--- src/rtl/seq_restoring_divider.sv ---
// Multi-cycle unsigned restoring divider, one quotient bit per cycle, MSB first.
// Start/ready/done handshake; results held until the next accepted start.
module seq_restoring_divider #(
  parameter int W = 4
) (
  input  logic         clk,
  input  logic         rst,
  input  logic         start,
  input  logic [W-1:0] dividend,
  input  logic [W-1:0] divisor,
  output logic         ready,
  output logic         busy,
  output logic         done,
  output logic [W-1:0] quotient,
  output logic [W-1:0] remainder,
  output logic         div_by_zero
);

  localparam int CW = $clog2(W + 1);

  typedef enum logic [1:0] {
    IDLE,
    RUN,
    DONE
  } state_e;

  state_e state_q, state_d;

  logic [W-1:0]  rem_q, rem_d;
  logic [W-1:0]  sh_q, sh_d;
  logic [W-1:0]  dvs_q, dvs_d;
  logic [W-1:0]  quo_q, quo_d;
  logic [W-1:0]  res_q, res_d;
  logic          dbz_q, dbz_d;
  logic [CW-1:0] cnt_q, cnt_d;

  logic [W:0]    t;
  logic [W:0]    d;
  logic          qbit;
  logic [W-1:0]  rem_nx;
  logic [W-1:0]  sh_nx;

  // sh holds the dividend; quotient bits fill in from the LSB as it drains
  assign t      = {rem_q, sh_q[W-1]};
  assign d      = t - {1'b0, dvs_q};
  assign qbit   = ~d[W];
  assign rem_nx = qbit ? d[W-1:0] : t[W-1:0];
  assign sh_nx  = {sh_q[W-2:0], qbit};

  always_comb begin
    state_d = state_q;
    rem_d   = rem_q;
    sh_d    = sh_q;
    dvs_d   = dvs_q;
    quo_d   = quo_q;
    res_d   = res_q;
    dbz_d   = dbz_q;
    cnt_d   = cnt_q;
    unique case (state_q)
      IDLE: begin
        if (start) begin
          if (divisor == '0) begin
            quo_d   = '1;
            res_d   = dividend;
            dbz_d   = 1'b1;
            state_d = DONE;
          end else begin
            sh_d    = dividend;
            dvs_d   = divisor;
            rem_d   = '0;
            cnt_d   = CW'(W);
            quo_d   = '0;
            res_d   = '0;
            dbz_d   = 1'b0;
            state_d = RUN;
          end
        end
      end
      RUN: begin
        rem_d = rem_nx;
        sh_d  = sh_nx;
        cnt_d = cnt_q - CW'(1);
        if (cnt_q == CW'(1)) begin
          quo_d   = sh_nx;
          res_d   = rem_nx;
          state_d = DONE;
        end
      end
      DONE: state_d = IDLE;
      default: state_d = IDLE;
    endcase
  end

  always_ff @(posedge clk or posedge rst) begin
    if (rst) begin
      state_q <= IDLE;
      rem_q   <= '0;
      sh_q    <= '0;
      dvs_q   <= '0;
      quo_q   <= '0;
      res_q   <= '0;
      dbz_q   <= 1'b0;
      cnt_q   <= '0;
    end else begin
      state_q <= state_d;
      rem_q   <= rem_d;
      sh_q    <= sh_d;
      dvs_q   <= dvs_d;
      quo_q   <= quo_d;
      res_q   <= res_d;
      dbz_q   <= dbz_d;
      cnt_q   <= cnt_d;
    end
  end

  assign ready       = (state_q == IDLE);
  assign busy        = (state_q == RUN);
  assign done        = (state_q == DONE);
  assign quotient    = quo_q;
  assign remainder   = res_q;
  assign div_by_zero = dbz_q;

endmodule
--- config.mk ---
export PLATFORM = sky130hd
export DESIGN_NAME = seq_restoring_divider
export DESIGN_NICKNAME = d
export VERILOG_FILES = /design/src/rtl/seq_restoring_divider.sv
export SDC_FILE = /design/constraint.sdc
export NUM_CORES = 1
export LEC_CHECK = 0
export BUFFER_PORTS_ARGS = -buffer_cell sky130_fd_sc_hd__clkbuf_2
export CAP_MARGIN = 20
export CORE_UTILIZATION = 45
export DETAILED_ROUTE_END_ITERATION = 16
export GPL_TIMING_DRIVEN = 0
export PLACE_DENSITY = 0.68
export SETUP_SLACK_MARGIN = 0.1
export SYNTH_ARGS = -nofsm -noshare
export SYNTH_HDL_FRONTEND = slang
export SYNTH_SLANG_ARGS = --single-unit
--- constraint.sdc ---
create_clock -name clk -period 4.2 [get_ports clk]
set_input_delay 0.84 -clock clk [delete_from_list [all_inputs] [get_ports clk]]
set_output_delay 0.84 -clock clk [all_outputs]
set_load 0.05 [all_outputs]
# Word-level counts from Yosys, hierarchy flattened
# Index checks and enable logic that the tools add are counted.
# word_totals
reg_bits,26
inputBits,11
output_inout_bits,12
wordCells,49
# classes
addsub,2
n_eq_ne,6
n_mux,23
bitwise_logic,2
n_reduce_logical,8
# op_table
cell,n
$mux W4,11
$pmux W4 S2,4
$reduce_and A3 Y1,3
$mux W2,3
$mux W3,2
$pmux W3 S2,1
$sub A5 B4 Y5,1
$logic_not A4 Y1,1
$ne A2 B2 Y1 const B,2
$pmux W2 S2,1
$reduce_and A2 Y1,2
$eq A3 B1 Y1 const B,1
$sub A3 B1 Y3 const B,1
$eq A2 B1 Y1 const B,1
$eq A2 B2 Y1 const B,1
$logic_not A2 Y1,1
$ne A2 B1 Y1 const B,1
$not A1 Y1,2
$reduce_bool A2 Y1,1
$mux W1,1

# Longest topological paths before layout
# logic_depth
word_depth,4
mapped_depth,9
ltp_nobuf,9

# Worst setup path after synthesis
# No wires, ideal clock.
# synth_path
path_type,register to output
startpoint,reg state_q[1]
endpoint,out busy
t_arrival_ps,1308
required_time_ps,3360
setup_slack_ps,2052
stages_incl_launch_ff,6
n_path_buf,3
path_cell_list,dfrtp_1 nand2b_1 clkbuf_2 inv_1 buf_4 buf_2
# synth_via
elab_chain_cells,1
# synth_lines
element,line_no,rtl
from (decl),27,"state_e state_q, state_d;"
from (signal assigned),105,state_q <= state_d;
$eq A2 B1 Y1,117,assign busy = (state_q == RUN);
to (decl),12,"output logic busy,"
# Every way passes these cells.

# Final worst setup path
# Ends and elaborated chain as after synthesis.

==> impl_metrics.tcl <==
set metrics [dict create \
    cts_tree "built" \
    grt-ovfl-total 0 \
    status "completed" \
    grt_max_degree 27 \
    period_needed_ps 2885 \
    antenna_cells 0 \
    slew_headroom_pct 65.89 \
    io_pins 23 \
    cap_violations 0 \
    clk_latency_ps 330 \
    vias 1187 \
    hp-class "input pin to asynchronous set/reset pin" \
    antenna_found_initial 0 \
    grt_use_total_pct 19.97 \
    cts-root-buf "clkbuf_4" \
    seq_area_um2 650.6 \
    routabilityCongestion 0.7886 \
    slew_viol_final 0 \
    finalClockSkew_ps 3.247 \
    rsz0062_at_grt "false" \
    syn_inst 150 \
    synth.distinct_cells 38 \
    numCtsBuffers 3 \
    required_ps 3360 \
    drtAntennaViolNets 0 \
    cp-end-kind "primary output" \
    final_cell_mix "dfrtp_1 (26), clkbuf_2 (23), nand2_1 (15)" \
    startpoint_type "register" \
    via_per_inst 5.371 \
    avgRoutedWirePerCell_um 13.68 \
    syn-num-nets 168 \
    placementRows 20 \
    reg2reg_to "remainder[2]" \
    die_y_um 59.14 \
    tns_ps 0 \
    ys_async_sr_fraction_pct 100.0 \
    timing.final.crit_share_pct 68.70 \
    r2r-start "sh_q[3]" \
    worstPathArrival_ps 2050 \
    ff2ff_path_depth 9 \
    ctsHtreeMaxLevel 1 \
    ctsHoldBuffers 0 \
    multiInputGateArea_um2 747.0 \
    grt_pass1_wl_um 5299 \
    core_area_um2 3078 \
    cts_resized 0 \
    wirelength_um 3024 \
    cts_buffer_depth 2 \
    drc_errors 0 \
    max_freq_ghz 0.3466 \
    synth_ff_type "dfrtp_1" \
    nets 196 \
    crit_type "register to primary output" \
    clk_pin_slew_ps 150 \
    post_cts_buffers 0 \
    dieWidth_um 59.14 \
    clock_sink_count 26 \
    fill_cells 295 \
    portBuffers 22 \
    syn_area_um2 1469 \
    drive_gt1_share_pct 22.03 \
    worst_pin_slew_ps 507.8 \
    rrSetupSlack_ps 1810 \
    synth_edf_count 0 \
    synth.avg_cell_area_um2 9.793 \
    drt_first_pass_iters 4 \
    seq_area_frac_synth_pct 44.29 \
    area_delta_synth_final_pct 16.69 \
    first_global_vias 1150 \
    dpl.hpwl_um 2293 \
    final-setup-viol-count 0 \
    crit_path_max_fanout 10 \
    ys_ff_latch 26 \
    hold_violations 0 \
    drtIter0Drc 40 \
    layout_commonest_cell "dfrtp_1" \
    start_util_pct 47.72 \
    dieArea_um2 3497 \
    yosysWarnings 0 \
]
metal layers:
metal  routed length (µm)  vias to the layer above  global-route usage [%]
li1                     -                      575                       -
met1                 1453                      586                   27.95
met2                 1457                       22                   32.79
met3                   85                        4                   1.965
met4                   27                        0                   6.122
met5                    0                        -                       0
critical path, stage by stage, from the launching register on:
cell and delay (ps):
dfrtp_1 480, nand2b_1 170, clkbuf_2 180, inv_1 160, buf_4 200, buf_2 210
clkbuf_2 300
worst max path at each step:
stage                           from   end  slack [ps]
after floorplan           state_q[1]  busy        2050
after global placement    state_q[1]  busy        1750
after detailed placement  state_q[1]  busy        1720
after CTS                 state_q[1]  busy        1320
after global routing      state_q[1]  busy        1190
final                     state_q[1]  busy        1310
sequential cells by signal, indices dropped and copies added, names as in the netlist:
register / cells
quotient: 4
sh_q: 4
div_by_zero: 1
state_q: 2
rem_q: 4
dvs_q: 4
cnt_q: 3
remainder: 4
kinds of logic (layout without fill, tap and decap cells):
kind of cell	count (synthesis)	after routing	share of synthesized area (%)
and+or+nand+nor	53	53	20.53
DFF	26	26	44.29
AOI/OAI and AO/OA	37	37	15.84
adders and majority gates	7	7	6.474
buffers and inverters	15	42	4.855
xor gates and xnor gates	4	4	2.385
muxes	8	8	5.622
cell usage after synthesis, types with 3 or more instances:
library cell  count  area (µm²)
dfrtp_1          26       650.6
nand3b_1          5       37.54
nand2_1          15       56.30
ha_1              6       75.07
nor2_1           12       45.04
o21ai_0          10       50.05
mux2i_1           6       60.06
xor2_1            3       26.28
a21oi_1          13       65.06
nor2b_1           4       25.02
nand2b_1          3       18.77
nand4b_1          3       26.28
nand3_1           5       25.02
inv_1             9       33.78
cell type report:
cell class | count | share of cell area [%]
clock inverter | 1 | 1.752
tap | 44 | 3.212
buffer | 6 | 2.190
timing repair buffer | 23 | 8.029
sequential | 26 | 37.96
inverter | 9 | 1.971
clock buffer | 3 | 1.314
multi-input combinational | 109 | 43.58
stage by stage:
step                instances  hold slack (ps)  worst slack [ps]  util [%]  cell area (µm²)
floorplan                 150            467.5              2052         -             1469
global placement          216            486.0              1754     53.09             1634
global route              221            390.4              1192     55.69             1714
CTS                       220            531.3              1317     54.80             1687
detailed placement        216            496.8              1717     53.09             1634
finish                    221            386.4              1315     55.69             1714
Power is not shown: default switching activity piles up to over one toggle a cycle in this logic, so the estimate is an artifact.
